File: src/rtl/sopc_bus_arbiter.sv
// sopc_bus_arbiter: N-master to one-slave arbiter with fixed slave latency and one-cycle acks.
// Define SOPC_ARB_ROUND_ROBIN_EN for round-robin grants; otherwise the lowest index wins.
`default_nettype none

module sopc_bus_arbiter #(
  parameter int NUM_MASTERS = 2,
  parameter int ADDR_WIDTH  = 32,
  parameter int DATA_WIDTH  = 32,
  parameter int WAIT_STATES = 1
) (
  input  logic                              clk,
  input  logic                              rst,
  input  logic [NUM_MASTERS-1:0]            m_req_i,
  input  logic [NUM_MASTERS-1:0]            m_we_i,
  input  logic [NUM_MASTERS*ADDR_WIDTH-1:0] m_addr_i,
  input  logic [NUM_MASTERS*DATA_WIDTH-1:0] m_wdata_i,
  input  logic [NUM_MASTERS*DATA_WIDTH/8-1:0] m_sel_i,
  output logic [NUM_MASTERS-1:0]            m_ack_o,
  output logic [DATA_WIDTH-1:0]             m_rdata_o,
  output logic [NUM_MASTERS-1:0]            gnt_o,
  output logic                              s_ce_o,
  output logic                              s_we_o,
  output logic [ADDR_WIDTH-1:0]             s_addr_o,
  output logic [DATA_WIDTH-1:0]             s_wdata_o,
  output logic [DATA_WIDTH/8-1:0]           s_sel_o,
  input  logic [DATA_WIDTH-1:0]             s_rdata_i
);

  localparam int SEL_W = DATA_WIDTH / 8;
  localparam int CNT_W = (WAIT_STATES > 0) ? $clog2(WAIT_STATES + 1) : 1;
  localparam int IDX_W = (NUM_MASTERS > 1) ? $clog2(NUM_MASTERS) : 1;

  typedef enum logic [1:0] {
    IDLE   = 2'd0,
    ACCESS = 2'd1,
    DONE   = 2'd2
  } state_e;

  state_e                 state_q;
  logic [CNT_W-1:0]       cnt_q;
  logic [NUM_MASTERS-1:0] gnt_q;
  logic [NUM_MASTERS-1:0] ack_q;
  logic [DATA_WIDTH-1:0]  rdata_q;
  logic                   s_ce_q;
  logic                   s_we_q;
  logic [ADDR_WIDTH-1:0]  s_addr_q;
  logic [DATA_WIDTH-1:0]  s_wdata_q;
  logic [SEL_W-1:0]       s_sel_q;

  logic                   found_d;
  logic [IDX_W-1:0]       win_d;

`ifdef SOPC_ARB_ROUND_ROBIN_EN
  logic [IDX_W-1:0] ptr_q;
  logic [IDX_W-1:0] ptr_d;
  logic [IDX_W:0]   cand;

  // Search starts at the pointer and wraps modulo NUM_MASTERS.
  always_comb begin
    found_d = 1'b0;
    win_d   = '0;
    cand    = '0;
    for (int k = 0; k < NUM_MASTERS; k++) begin
      cand = {1'b0, ptr_q} + (IDX_W+1)'(k);
      if (cand >= (IDX_W+1)'(NUM_MASTERS)) begin
        cand = cand - (IDX_W+1)'(NUM_MASTERS);
      end
      if (!found_d && m_req_i[cand[IDX_W-1:0]]) begin
        found_d = 1'b1;
        win_d   = cand[IDX_W-1:0];
      end
    end
    ptr_d = (win_d == IDX_W'(NUM_MASTERS - 1)) ? '0 : win_d + 1'b1;
  end
`else
  always_comb begin
    found_d = 1'b0;
    win_d   = '0;
    for (int k = 0; k < NUM_MASTERS; k++) begin
      if (!found_d && m_req_i[k[IDX_W-1:0]]) begin
        found_d = 1'b1;
        win_d   = k[IDX_W-1:0];
      end
    end
  end
`endif

  always_ff @(posedge clk) begin
    if (rst) begin
      state_q   <= IDLE;
      cnt_q     <= '0;
      gnt_q     <= '0;
      ack_q     <= '0;
      rdata_q   <= '0;
      s_ce_q    <= 1'b0;
      s_we_q    <= 1'b0;
      s_addr_q  <= '0;
      s_wdata_q <= '0;
      s_sel_q   <= '0;
`ifdef SOPC_ARB_ROUND_ROBIN_EN
      ptr_q     <= '0;
`endif
    end else begin
      ack_q <= '0;
      case (state_q)
        IDLE: begin
          if (found_d) begin
            state_q   <= ACCESS;
            cnt_q     <= '0;
            gnt_q     <= NUM_MASTERS'(1) << win_d;
            s_ce_q    <= 1'b1;
            s_we_q    <= m_we_i[win_d];
            s_addr_q  <= m_addr_i[win_d*ADDR_WIDTH +: ADDR_WIDTH];
            s_wdata_q <= m_wdata_i[win_d*DATA_WIDTH +: DATA_WIDTH];
            s_sel_q   <= m_sel_i[win_d*SEL_W +: SEL_W];
`ifdef SOPC_ARB_ROUND_ROBIN_EN
            ptr_q     <= ptr_d;
`endif
          end
        end
        ACCESS: begin
          cnt_q <= cnt_q + 1'b1;
          // Last slave cycle: the latched s_we_q decides whether read data is kept.
          if (cnt_q == CNT_W'(WAIT_STATES)) begin
            if (!s_we_q) begin
              rdata_q <= s_rdata_i;
            end
            state_q   <= DONE;
            ack_q     <= gnt_q;
            gnt_q     <= '0;
            s_ce_q    <= 1'b0;
            s_we_q    <= 1'b0;
            s_addr_q  <= '0;
            s_wdata_q <= '0;
            s_sel_q   <= '0;
          end
        end
        DONE: begin
          state_q <= IDLE;
        end
        default: begin
          state_q <= IDLE;
        end
      endcase
    end
  end

  assign m_ack_o   = ack_q;
  assign m_rdata_o = rdata_q;
  assign gnt_o     = gnt_q;
  assign s_ce_o    = s_ce_q;
  assign s_we_o    = s_we_q;
  assign s_addr_o  = s_addr_q;
  assign s_wdata_o = s_wdata_q;
  assign s_sel_o   = s_sel_q;

endmodule

`default_nettype wire

File: config.mk
export PLATFORM = sky130hd
export DESIGN_NAME = sopc_bus_arbiter
export DESIGN_NICKNAME = d
export VERILOG_FILES = /design/src/rtl/sopc_bus_arbiter.sv
export SDC_FILE = /design/constraint.sdc
export NUM_CORES = 1
export LEC_CHECK = 0
export ABC_AREA = 1
export BUFFER_PORTS_ARGS = -buffer_cell sky130_fd_sc_hd__buf_2
export CAP_MARGIN = 30
export CORE_MARGIN = 2
export CORE_UTILIZATION = 49
export DETAILED_ROUTE_END_ITERATION = 8
export GPL_ROUTABILITY_DRIVEN = 1
export GPL_TIMING_DRIVEN = 0
export PLACE_DENSITY_LB_ADDON = 0.2
export REMOVE_ABC_BUFFERS = 1
export SKIP_LAST_GASP = 1
export SYNTH_ARGS = -nofsm -noshare
export SYNTH_HDL_FRONTEND = slang
export SYNTH_SLANG_ARGS = --single-unit
File: constraint.sdc
create_clock -name clk -period 1.9 [get_ports clk]
set_input_delay 0.285 -clock clk [delete_from_list [all_inputs] [get_ports clk]]
set_output_delay 0.285 -clock clk [all_outputs]
set_load 0.1 [all_outputs]
==> impl_metrics.json <==
{
  "fin_skew_ns": 0.00933,
  "grt_pass1_vias": 5217,
  "clockBufferDepth": 2,
  "drtIter0Drc": 329,
  "wl_um": 15600,
  "antenna_cells": 0,
  "ant_nets": 0,
  "clkSinkCount": 109,
  "crit_path_end_kind": "flop",
  "initial_core_util": 0.509,
  "synthTopCellsByCount": "nand2_1, nor2_1, nand3_1",
  "grt_pass1_wl_um": 24200,
  "finalSetupViolations": 0,
  "gp_routability_congestion": 0.752,
  "maxSlewViolCount": 0,
  "hold_path_class": "in2reg",
  "die_height_um": 108,
  "p_seq_frac": 0.367,
  "drc": 0,
  "cp_num_buf_inv": 3,
  "num_vias": 5906,
  "fp.dieW_um": 108,
  "crit_type": "reg2reg",
  "synth.area.top_cells": "dfxtp_1, nand2_1, nor2_1, nand3_1, inv_1",
  "cts_tree": "built",
  "peakVddDrop_mv": 0.454,
  "cap_viol_max_count": 0,
  "status": "finished, final reports clean",
  "dieArea_mm2": 0.0117,
  "combPwrFrac": 0.434,
  "drt_pass1_iterations": 4,
  "crit_chain": "clkinvlp_4 -> nand4_1 -> buf_8 -> clkinvlp_4 -> nor2_1 -> nor2_1",
  "async_reset_ff_frac": 0,
  "tightestPinTransition_ns": 0.628,
  "power_density_mw_per_mm2": 1020,
  "synth_top_cell_by_area": "dfxtp_1",
  "nets": 1271,
  "synth_ff_type": "dfxtp_1",
  "netlist_instances": 854,
  "fin_cells": 1238,
  "core_mm2": 0.0104,
  "dpl.cell_count": 1214,
  "final_util": 0.674,
  "grt_max_degree": 91,
  "fin_crit_sh": 0.954,
  "cts_buffers": 9,
  "io-pin-count": 280,
  "port_buffers": 279,
  "nFillCells": 1022,
  "pwr-share-clk": 0.200,
  "ys_seq_area_frac": 0.411,
  "path_max_fanout": 28,
  "critical_path_required_ns": 2.16,
  "clkLatencyLatePin_ns": 0.36,
  "max_freq_mhz": 552,
  "p_leak_uw": 0.00392,
  "grt-ovfl-total": 0,
  "start_kind": "flop",
  "wire_per_inst_um": 12.6,
  "arrival_ns": 2.08,
  "layout-drive-gt1-share": 0.289,
  "hold_ws_ns": 0.163,
  "ys_seq_elements": 109,
  "core.rowCount": 37,
  "fin_crit_ns": 1.81,
  "antenna_found_initial": 0,
  "tns_ns": 0,
  "syn_avg_cell_area_um2": 6.21,
  "synth_top_area_frac": 0.411,
  "htreeDepth": 3,
  "synth_most_common_cell": "nand2_1",
  "syn_to_final_growth_pct": 32.3,
  "placed_area_mm2": 0.00670,
  "synthDistinctLibCells": 16,
  "grt_usage": 0.257,
  "final_area_mm2": 0.00702,
  "maxSlewHeadroom": 0.580,
  "cts_root_buf": "clkbuf_8",
  "clkSlewWorstSetupHoldPaths_ns": 0.10,
  "netlist_area_mm2": 0.00530,
  "cpLargestDelayFamily": "buffers and inverters",
  "viasPerCell": 4.77,
  "p_sw_uw": 3360,
  "hold_viol_final": 0,
  "hpwl_um": 10700,
  "p_int_uw": 3800,
  "yosys_warnings": 0,
  "critPathMaxStageDelay_ns": 0.43,
  "synth-edff-count": 0,
  "crit_path_top_delay_cell": "dfxtp_1",
  "sw_frac_of_total": 0.470
}
-- sequential cells by signal (all words and copies together) (netlist names) --
name       flops
s_ce_o         1
cnt_q          1
state_q        2
gnt_o          2
m_ack_o        2
s_sel_o        4
m_rdata_o     32
s_addr_o      32
s_wdata_o     32
s_we_o         1
-- placed cells by master (no fill, tap or decap), types with 4 or more instances in the layout --
master,Yosys,final
buf_2,14,279
nand2_1,216,214
nor2_1,206,206
nand3_1,140,139
dfxtp_1,109,108
inv_1,78,75
o21ai_0,33,33
clkbuf_8,0,10
clkinvlp_4,0,4
a21oi_1,4,4
-- final timing paths --
check                     startpoint                          to  slack, ns  depth (start not counted)
min                    s_rdata_i[18]  m_rdata_o[18]$_SDFFE_PP0P_       0.16                          3
max reg2reg  state_q[1]$_SDFFE_PP0P_  m_rdata_o[28]$_SDFFE_PP0P_       0.09                          6
max          state_q[1]$_SDFFE_PP0P_  m_rdata_o[28]$_SDFFE_PP0P_       0.09                          6
min reg2reg    gnt_o[1]$_SDFFE_PP0P_       m_ack_o[1]$_SDFF_PP0_       0.46                          2
-- what timing repair did --
item                                    in CTS  in global routing
endpoints found under the setup margin      79                 86
gates cloned                                 3                  2
pin swaps                                    1                  2
hold endpoints to repair                     0                  0
gates resized for setup                      3                  4
hold buffers                                 0                  0
setup buffers                                0                  3
-- kinds of logic after synthesis --
kind of cell	after synthesis	share of synthesized area
buffers and inverters	141	0.117
AO/OA/AOI/OAI	37	0.0349
flip-flops	109	0.411
AND/OR/NAND/NOR	567	0.437
-- power groups by stage --
stage / logic, uW / registers (uW) / clock network [uW]
floorplan: 870 / 4250 / 0
finish: 3100 / 2630 / 1430
CTS: 3080 / 2620 / 1460
global placement: 3090 / 2650 / 0
detailed placement: 3050 / 2670 / 0
global route: 3330 / 2650 / 1560
-- final cells by class --
class,instances,area (um2),share of cell area
inverter,80,310,0.0442
clock inverter,6,61.3,0.00874
timing repair buffer,289,1570,0.224
clock buffer,10,138,0.0196
multi-input combinational,607,2570,0.367
tap,136,170,0.0242
sequential,109,2180,0.311
timing repair inverter,1,7.51,0.00107
-- through the flow --
stage          power, uW  setup WS [ns]
5_1_grt             7550        -0.0222
3_5_place_dp        5720         -0.250
2_1_floorplan       5120          -1.23
3_3_place_gp        5740          -2.30
4_1_cts             7160         0.0111
6_report            7160         0.0869
-- per-layer routing --
layer / vias to the layer above / share of wire / wire length (um) / GRT usage
met1: 2540 / 0.42 / 6510 / 0.295
met2: 219 / 0.48 / 7490 / 0.456
met4: 0 / 0.027 / 419 / 0.0998
met5: - / 0 / 0 / 0
li1: 3112 / - / - / -
met3: 35 / 0.077 / 1200 / 0.0663
-- worst min-delay path, cell delays in order --
cell and delay [ns]:
buf_2 0.07, o21ai_0 0.07, nor2_1 0.07
(Power assumes the default switching activity.)
